[src/rtl/rmw_pipe_mem_if.sv]
// Command/result bundle for rmw_pipe_mem.
// Handshake: a command transfers on a rising clk edge where in_valid && in_ready.
// in_ready is high only while the block is in RUN; commands offered while it is
// low are dropped. Results carry no ready: res_valid is a one-cycle strobe per
// accepted command, emitted in acceptance order. fsm_state mirrors the clear FSM
// (0 = INIT, 1 = RUN).
interface rmw_pipe_mem_if #(
    parameter int DW = 16,
    parameter int AW = 8
);
    logic          in_valid;
    logic          in_ready;
    logic [AW-1:0] in_addr;
    logic [1:0]    in_op;
    logic [DW-1:0] in_operand;
    logic          res_valid;
    logic [AW-1:0] res_addr;
    logic [DW-1:0] res_data;
    logic          res_sat;
    logic          init_done;
    logic          fsm_state;

    modport master (
        output in_valid, in_addr, in_op, in_operand,
        input  in_ready, res_valid, res_addr, res_data, res_sat, init_done, fsm_state
    );

    modport slave (
        input  in_valid, in_addr, in_op, in_operand,
        output in_ready, res_valid, res_addr, res_data, res_sat, init_done, fsm_state
    );
endinterface

[src/rtl/rmw_pipe_mem.sv]
// Zero-stall read-modify-write pipeline over a 2^AW x DW dual-port sync memory.
// Stages: S0 command reg / read issue, S1 read data, S2 forwarded old value,
// S3 result (reported), then write-back; S4 remembers the word written on the
// last edge so a read racing that write still sees it.
// Optional macro RMW_SAT_EN: saturating INC/ADD/SUB with res_sat reporting;
// without it arithmetic wraps and res_sat is 0.
module rmw_pipe_mem #(
    parameter int DW = 16,
    parameter int AW = 8
) (
    input logic           clk,
    input logic           rst,
    rmw_pipe_mem_if.slave bus
);
    localparam logic [1:0]    OP_INC   = 2'b00;
    localparam logic [1:0]    OP_ADD   = 2'b01;
    localparam logic [1:0]    OP_SUB   = 2'b10;
    localparam logic [DW-1:0] ONE      = DW'(1);
    localparam logic [AW-1:0] CLR_LAST = '1;

    typedef enum logic {ST_INIT = 1'b0, ST_RUN = 1'b1} state_t;

    state_t        state, state_nxt;
    logic [AW-1:0] clr_cnt, clr_cnt_nxt;
    logic          init_we;
    logic          accept;

    logic [DW-1:0] mem [0:(1<<AW)-1];
    logic [DW-1:0] rd_data;
    logic          wr_en;
    logic [AW-1:0] wr_addr;
    logic [DW-1:0] wr_data;

    logic          s0_valid, s1_valid, s2_valid, s3_valid, s4_valid;
    logic [AW-1:0] s0_addr, s1_addr, s2_addr, s3_addr, s4_addr;
    logic [1:0]    s0_op, s1_op, s2_op;
    logic [DW-1:0] s0_operand, s1_operand, s2_operand;
    logic [DW-1:0] s2_old, s3_data, s4_data;
    logic          s3_sat;
    logic [DW-1:0] fwd_old;
    logic [DW-1:0] new_data;
    logic          new_sat;

    // Clear-FSM state register.
    always_ff @(posedge clk or posedge rst) begin
        if (rst) begin
            state   <= ST_INIT;
            clr_cnt <= '0;
        end else begin
            state   <= state_nxt;
            clr_cnt <= clr_cnt_nxt;
        end
    end

    // Clear-FSM next state: sweep every address with zero, then run forever.
    always_comb begin
        state_nxt   = state;
        clr_cnt_nxt = clr_cnt;
        init_we     = 1'b0;
        case (state)
            ST_INIT: begin
                init_we     = 1'b1;
                clr_cnt_nxt = clr_cnt + AW'(1);
                if (clr_cnt == CLR_LAST) state_nxt = ST_RUN;
            end
            ST_RUN:  state_nxt = ST_RUN;
            default: state_nxt = ST_INIT;
        endcase
    end

    assign accept        = bus.in_valid && (state == ST_RUN);
    assign bus.in_ready  = (state == ST_RUN);
    assign bus.init_done = (state == ST_RUN);
    assign bus.fsm_state = state;

    // Write port is owned by the clear sweep during INIT, by S3 otherwise.
    assign wr_en   = init_we || s3_valid;
    assign wr_addr = init_we ? clr_cnt : s3_addr;
    assign wr_data = init_we ? '0 : s3_data;

    // Memory write port (port 1); contents are not reset.
    always_ff @(posedge clk) begin
        if (wr_en) mem[wr_addr] <= wr_data;
    end

    // Memory read port (port 0): old data for the S0 command lands in S1.
    always_ff @(posedge clk) begin
        rd_data <= mem[s0_addr];
    end

    // Forwarding: youngest older in-flight write to the same address wins.
    always_comb begin
        fwd_old = rd_data;
        if (s2_valid && (s2_addr == s1_addr))      fwd_old = new_data;
        else if (s3_valid && (s3_addr == s1_addr)) fwd_old = s3_data;
        else if (s4_valid && (s4_addr == s1_addr)) fwd_old = s4_data;
    end

    // Operation unit on the S2 old value.
    always_comb begin
        new_data = s2_operand;
        new_sat  = 1'b0;
`ifdef RMW_SAT_EN
        case (s2_op)
            OP_INC, OP_ADD: begin
                logic [DW:0] sum_ext;
                sum_ext = {1'b0, s2_old} + {1'b0, (s2_op == OP_INC) ? ONE : s2_operand};
                if (sum_ext[DW]) begin
                    new_data = '1;
                    new_sat  = 1'b1;
                end else begin
                    new_data = sum_ext[DW-1:0];
                end
            end
            OP_SUB: begin
                if (s2_operand > s2_old) begin
                    new_data = '0;
                    new_sat  = 1'b1;
                end else begin
                    new_data = s2_old - s2_operand;
                end
            end
            default: new_data = s2_operand;
        endcase
`else
        case (s2_op)
            OP_INC:  new_data = s2_old + ONE;
            OP_ADD:  new_data = s2_old + s2_operand;
            OP_SUB:  new_data = s2_old - s2_operand;
            default: new_data = s2_operand;
        endcase
`endif
    end

    // Pipeline registers; reset discards every in-flight command at once.
    always_ff @(posedge clk or posedge rst) begin
        if (rst) begin
            s0_valid <= 1'b0; s0_addr <= '0; s0_op <= '0; s0_operand <= '0;
            s1_valid <= 1'b0; s1_addr <= '0; s1_op <= '0; s1_operand <= '0;
            s2_valid <= 1'b0; s2_addr <= '0; s2_op <= '0; s2_operand <= '0; s2_old <= '0;
            s3_valid <= 1'b0; s3_addr <= '0; s3_data <= '0; s3_sat <= 1'b0;
            s4_valid <= 1'b0; s4_addr <= '0; s4_data <= '0;
        end else begin
            s0_valid   <= accept;
            s0_addr    <= bus.in_addr;
            s0_op      <= bus.in_op;
            s0_operand <= bus.in_operand;
            s1_valid   <= s0_valid;
            s1_addr    <= s0_addr;
            s1_op      <= s0_op;
            s1_operand <= s0_operand;
            s2_valid   <= s1_valid;
            s2_addr    <= s1_addr;
            s2_op      <= s1_op;
            s2_operand <= s1_operand;
            s2_old     <= fwd_old;
            s3_valid   <= s2_valid;
            s3_addr    <= s2_addr;
            s3_data    <= new_data;
            s3_sat     <= s2_valid && new_sat;
            s4_valid   <= s3_valid;
            s4_addr    <= s3_addr;
            s4_data    <= s3_data;
        end
    end

    assign bus.res_valid = s3_valid;
    assign bus.res_addr  = s3_addr;
    assign bus.res_data  = s3_data;
    assign bus.res_sat   = s3_sat;
endmodule
[src/flat_wrapper.sv]
// flat-port wrapper written by rule: the top's interface ports become plain ports
module rmw_pipe_mem_flat 
#(
    parameter int DW = 16,
    parameter int AW = 8
)
  (clk, rst, bus_in_valid, bus_in_addr, bus_in_op, bus_in_operand, bus_in_ready, bus_res_valid, bus_res_addr, bus_res_data, bus_res_sat, bus_init_done, bus_fsm_state);
  rmw_pipe_mem_if #(.DW(DW), .AW(AW)) bus_i ();
  input logic clk;
  input logic rst;
  input wire logic [$bits(bus_i.in_valid)-1:0] bus_in_valid;
  input wire logic [$bits(bus_i.in_addr)-1:0] bus_in_addr;
  input wire logic [$bits(bus_i.in_op)-1:0] bus_in_op;
  input wire logic [$bits(bus_i.in_operand)-1:0] bus_in_operand;
  output wire logic [$bits(bus_i.in_ready)-1:0] bus_in_ready;
  output wire logic [$bits(bus_i.res_valid)-1:0] bus_res_valid;
  output wire logic [$bits(bus_i.res_addr)-1:0] bus_res_addr;
  output wire logic [$bits(bus_i.res_data)-1:0] bus_res_data;
  output wire logic [$bits(bus_i.res_sat)-1:0] bus_res_sat;
  output wire logic [$bits(bus_i.init_done)-1:0] bus_init_done;
  output wire logic [$bits(bus_i.fsm_state)-1:0] bus_fsm_state;
  assign bus_i.in_valid = bus_in_valid;
  assign bus_i.in_addr = bus_in_addr;
  assign bus_i.in_op = bus_in_op;
  assign bus_i.in_operand = bus_in_operand;
  assign bus_in_ready = bus_i.in_ready;
  assign bus_res_valid = bus_i.res_valid;
  assign bus_res_addr = bus_i.res_addr;
  assign bus_res_data = bus_i.res_data;
  assign bus_res_sat = bus_i.res_sat;
  assign bus_init_done = bus_i.init_done;
  assign bus_fsm_state = bus_i.fsm_state;
  rmw_pipe_mem #(.DW(DW), .AW(AW)) u_core (.clk(clk), .rst(rst), .bus(bus_i));
endmodule
[config.mk]
export PLATFORM = sky130hd
export DESIGN_NAME = rmw_pipe_mem_flat
export DESIGN_NICKNAME = d
export VERILOG_FILES = /design/src/rtl/rmw_pipe_mem_if.sv /design/src/rtl/rmw_pipe_mem.sv /design/src/flat_wrapper.sv
export SDC_FILE = /design/constraint.sdc
export NUM_CORES = 2
export LEC_CHECK = 0
export CAP_MARGIN = 20
export CELL_PAD_IN_SITES_DETAIL_PLACEMENT = 0
export CELL_PAD_IN_SITES_GLOBAL_PLACEMENT = 2
export CORE_MARGIN = 10
export CORE_UTILIZATION = 51
export CTS_CLUSTER_DIAMETER = 120
export DETAILED_ROUTE_END_ITERATION = 8
export PLACE_DENSITY = 0.85
export SLEW_MARGIN = 20
export SYNTH_ARGS = -nofsm -noshare
export SYNTH_HDL_FRONTEND = slang
export SYNTH_SLANG_ARGS = --single-unit
export TNS_END_PERCENT = 10
[constraint.sdc]
create_clock -name clk -period 6.1 [get_ports clk]
set_input_delay 0.61 -clock clk [delete_from_list [all_inputs] [get_ports clk]]
set_output_delay 0.61 -clock clk [all_outputs]
set_load 0.02 [all_outputs]
=== Word level (Yosys, flattened, before mapping) ===
Memories as Yosys holds them, arrays and structs flattened. A register that Yosys moved wholly into a read port is not among the register bits.
Index checks and enable logic that the tools add are counted.

* Register bits after elaboration: 156
* RAM bits: 4096
* Input port bits: 29
* Output and inout bits: 29
* Logic and storage cells: 50
* Memories: 1

* $add $sub $neg: 4
* Eq/ne operators: 6
* Mux-type cells: 11
* Bitwise operators: 1
* Reduce and logical (&&, ||, !) cells: 6

{| class="wikitable"
|+ Memories
! memory !! depth !! bits a word !! read ports !! clocked after Yosys merged registers in !! wr ports !! RTL line !! source
|-
| u_core.mem || 256 || 16 || 1 || 1 || 1 || rmw_pipe_mem.sv:28 || <nowiki>logic [DW-1:0] mem [0:(1<<AW)-1];</nowiki>
|}

{| class="wikitable"
|+ Operators with widths
! operator !! number
|-
| 16-bit 2-to-1 mux || 4
|-
| 16-bit case mux with 3 select lines || 1
|-
| 8-bit == test || 3
|-
| 16-bit by 1-bit adder with 16-bit output, second input constant || 1
|-
| 16-bit adder || 1
|-
| 16-bit subtractor || 1
|-
| 8-bit by 1-bit adder with 8-bit output, second input constant || 1
|-
| 8-bit == test, second input constant || 1
|-
| 8-bit 2-to-1 mux || 1
|-
| 1-bit logical AND || 4
|-
| 1-bit 2-to-1 mux || 4
|-
| 2-bit by 1-bit == test with 1-bit output, second input constant || 1
|-
| 2-bit == test, second input constant || 1
|-
| 2-bit logical NOT || 1
|-
| 1-bit case mux with 2 select lines || 1
|-
| 1-bit logical OR || 1
|-
| 1-bit inverter || 1
|}

=== Longest topological paths before layout ===
* Depth after elaboration: 5
* Gate-level depth with buffers: 16
* Gate-level depth less buffers: 16

=== Worst setup path after synthesis ===
No wires, ideal clock.

* Kind: reg-to-reg
* Start point: register u_core.state, in the netlist u_core.bus.fsm_state
* End point: memory u_core.mem[0][10], data pin
* Setup time: 0.869 ns
* Arrival: 4.323 ns
* Slack: 0.909 ns
* Stages on the path, launching flop included: 4
* Cell sequence: dfrtp_1 clkbuf_1 clkbuf_1 and2_1

* Cells in the longest elaborated chain, start to end: 1

{| class="wikitable"
|+ Ends and longest elaborated chain
! item !! RTL line !! source
|-
| start: declaration || rmw_pipe_mem.sv:23 || <nowiki>state_t state, state_nxt;</nowiki>
|-
| start signal: assignment || rmw_pipe_mem.sv:50 || <nowiki>state <= state_nxt;</nowiki>
|-
| 16-bit 2-to-1 mux || rmw_pipe_mem.sv:79 || <nowiki>assign wr_data = init_we ? '0 : s3_data;</nowiki>
|-
| named net u_core.wr_data[10] || rmw_pipe_mem.sv:32 || <nowiki>logic [DW-1:0] wr_data;</nowiki>
|-
| end: declaration || rmw_pipe_mem.sv:28 ||
|}

The timed path passes the listed nets, and every way through them passes these cells.

==> results by group <==
Status
  • Status: finished clean

GRT
  • Tot GR Track Use: 23.6%
  • Initial antenna violation count: 11
  • GR Overflow Total: 0
  • First-pass GRT wire length: roughly 600000 um
  • Number of global-route vias before repair: 80702
  • Largest net degree at the start of global routing: 217

STA
  • Final Worst Setup Slack: approximately 0.77 ns
  • Setup TNS: 0 ns
  • Final hold slack: 0.128 ns
  • Min Tclk post-route: 5.33 ns
  • Maximum achievable frequency: about 190 MHz
  • Relative slew slack: 18.6%
  • Final Max Tran Viols: 0
  • Tcrit/Tclk final: 87.3%
  • Setup violators final: 0
  • Worst slew pin tran: 1.22 ns
  • RSZ-0062 raised after global routing: false
  • Final hold violations: 0
  • Worst Skew: approximately 0.055 ns

Yosys
  • Ys Warns: 0
  • Yosys cell types: 64
  • Syn Nets: 7753
  • Synth area leader: edfxtp_1
  • Synth Flop Type: edfxtp_1
  • Sequential area share after synthesis: 78.3%
  • Synth top cells by count: edfxtp_1 (4096), mux4_2 (797), mux2i_1 (488)
  • Syn Std Cell Area: roughly 0.16 sq mm
  • Top cells by area, synth: edfxtp_1 (76%), mux4_2 (11%), mux2i_1 (3.0%)
  • Asr flop ratio synth: about 3.7%
  • Share of the synthesized area in the top cell type: approximately three quarters
  • #FFs+latches synth: 4268
  • Synthesized instance count: 7703
  • Count leader, synth: edfxtp_1
  • Syn_area_per_cell: ~21 sq um
  • EDFF count, synth: 4096

Setup path
  • Crit path cell chain: buf_4 -> and2_4 -> buf_4 -> a22o_1 -> nor4_1 -> a21oi_1 -> nand4_1 -> nor3_1
  • Crit path max-delay family: simple AND/OR/NAND/NOR gates
  • Worst path slowest cell: dfrtp_1
  • CP Launch Type: flop
  • CP Class: flop to flop
  • Crit path capture type: flop
  • Worst path most repeated cell: buf_4
  • Critical path peak fanout: 41
  • CP required: a little under 7 ns
  • Crit path buf inv count: 2
  • Max incr delay on CP: 0.93 ns
  • Worst Path Arrival: 6.15 ns

Pwr
  • Switching share of power: around a fifth
  • VDD IR max: between 200 and 300 uV
  • Gate power share: 3.4%
  • Cell-internal power: between 40 and 50 mW
  • Pwr Density: 321 mW/mm^2
  • Net switching power: 12.1 mW
  • Leak pwr: 49.4 nW
  • Clock group share of total power: 42.3%
  • Power share of the sequential group: between 50% and 60%

Floorplan
  • Initial Util: 51.2%
  • Chip height: between 500 and 600 um
  • Die area: 0.342 sq mm
  • Num rows: 207
  • Core Footprint: 0.318 sq mm
  • Die width: 584 um
  • Top Ports: 58

Clock network
  • CTS resizes: 0
  • Setup Fix Bufs, Post-CTS: 0
  • Sink Count: 4268
  • # hold bufs at CTS: 0
  • Clock Tree Buf Depth: 4
  • Clk_lat worst skew: 0.93 ns
  • Htree depth: 5
  • CTS tree: built
  • Clk pin slew, worst setup/hold paths: 0.06 ns
  • Total CTS buffers: ~410
  • Clk root buf: clkbuf_16

Final layout
  • Final std cells w/o fill: 12705
  • Syn-to-layout area delta: 13.1%
  • Fillers: 22567
  • Final Net Count: 8241
  • Share of cells above drive strength 1: 22.6%

Detailed routing
  • Routed WL: 411000 um
  • DRT iter0 DRCs: about 11000
  • Routed wire per std cell: 32.4 um
  • DR vias: just over 80000
  • Residual DRC: 0
  • Number of nets with antenna violations after routing: 0
  • DRT Pass-1 Iters: 5
  • DR vias/cell: 6.40

Placed design
  • Post-DP HPWL: 238000 um
  • Placer Congestion: 0.834
  • Pre-CTS setup slack: 1.05 ns
  • Placed instance count: 11952
  • IO Port Bufs: 56

Worst hold path
  • Type of the most critical hold path: input pin to flop

Run
  • Max-cap violations: 0
[layer usage]
metal,GRT usage [%],share of wire (%),wire length (um)
met5,0,0.0056,23
met3,4.49,9.4,38500
met2,37.2,48,196000
met4,8.79,4.3,17600
met1,33.3,39,160000
[kinds of logic after synthesis]
family,share of synthesized area (%)
compound gates,3.74
xor+xnor,0.216
fa+ha+maj,0.166
buf+inv,1.34
flops,78.3
mux,14.2
other cells,0.00231
simple gates,2.09
[power groups by stage]
stage	combinational, mW	clock (mW)	sequential [mW]
3_5_place_dp	2.02	0	32.6
5_1_grt	2.13	26.4	32.0
2_1_floorplan	1.24	0	32.5
3_3_place_gp	2.01	0	32.6
6_report	2.02	24.9	32.0
4_1_cts	2.02	25.2	32.0
[layout by cell type, fill, tap and decap left out, types with 13 or more instances in the layout]
master,n
clkinv_2,76
clkinv_1,85
xnor2_1,34
nor2_1,302
dfrtp_1,152
edfxtp_1,4096
bufinv_16,35
a22o_1,122
nor4_1,67
a221oi_1,64
clkbuf_8,20
mux2_2,16
inv_1,21
o21ai_0,37
nand2_1,103
nand4_1,23
clkbuf_1,72
o211ai_1,17
a21oi_1,136
mux4_2,797
and2_4,18
clkbuf_16,420
a22oi_1,155
nand2b_1,15
o22ai_1,288
buf_4,417
clkdlybuf4s50_1,56
mux2i_1,488
nand3_1,13
nor3_1,103
dfxtp_1,16
a211oi_1,13
buf_12,45
ha_1,20
[final cells by class]
type                       instances  area, sq um  share of cell area, %
sequential                      4268       127000                   69.2
multi-input combinational       2962        33300                   18.1
clock buffer                     512        11100                   6.02
tap                             4180         5230                   2.85
timing repair buffer             525         4750                   2.58
clock inverter                   227         2080                   1.13
inverter                          22         87.6                 0.0477
antenna                            9         22.5                 0.0123
[flip-flops by register name, indices dropped and copies added, names as in the netlist, 2 cells and up]
| register | count |
|---|---|
| u_core.s0_operand | 16 |
| u_core.s1_operand | 16 |
| u_core.s0_addr | 8 |
| u_core.clr_cnt | 8 |
| u_core.s2_operand | 16 |
| u_core.bus.res_addr | 8 |
| u_core.s1_op | 2 |
| u_core.bus.res_data | 16 |
| u_core.s2_op | 2 |
| u_core.mem | 4096 |
| u_core.s4_addr | 8 |
| u_core.s2_old | 16 |
| u_core.s1_addr | 8 |
| u_core.s4_data | 16 |
| u_core.s0_op | 2 |
| u_core.rd_data | 16 |
| u_core.s2_addr | 8 |
[per-stage QoR]
stage / utilization [%] / area (sq um) / total power, mW
global route: 57.9 / 184000 / 60.5
detailed placement: 53.7 / 170000 / 34.6
global placement: 53.7 / 170000 / 34.6
finish: 57.9 / 184000 / 58.9
CTS: 57.8 / 184000 / 59.2
floorplan: - / 163000 / 33.7
[final timing paths]
kind	from	to	slack, ns	cells past startpoint
setup / recovery	u_core.s0_addr[2]	u_core.rd_data[7]	0.77	8
hold / removal	bus_in_op[1]	u_core.s0_op[1]	0.13	1
setup reg to reg	u_core.s0_addr[2]	u_core.rd_data[7]	0.77	8
hold reg to reg	u_core.s0_operand[6]	u_core.s1_operand[6]	0.34	0
max in group asynchronous	rst	u_core.s0_operand[5]	4.54	3
min in group asynchronous	rst	u_core.s0_valid	0.26	2
(Power assumes the default switching activity.)
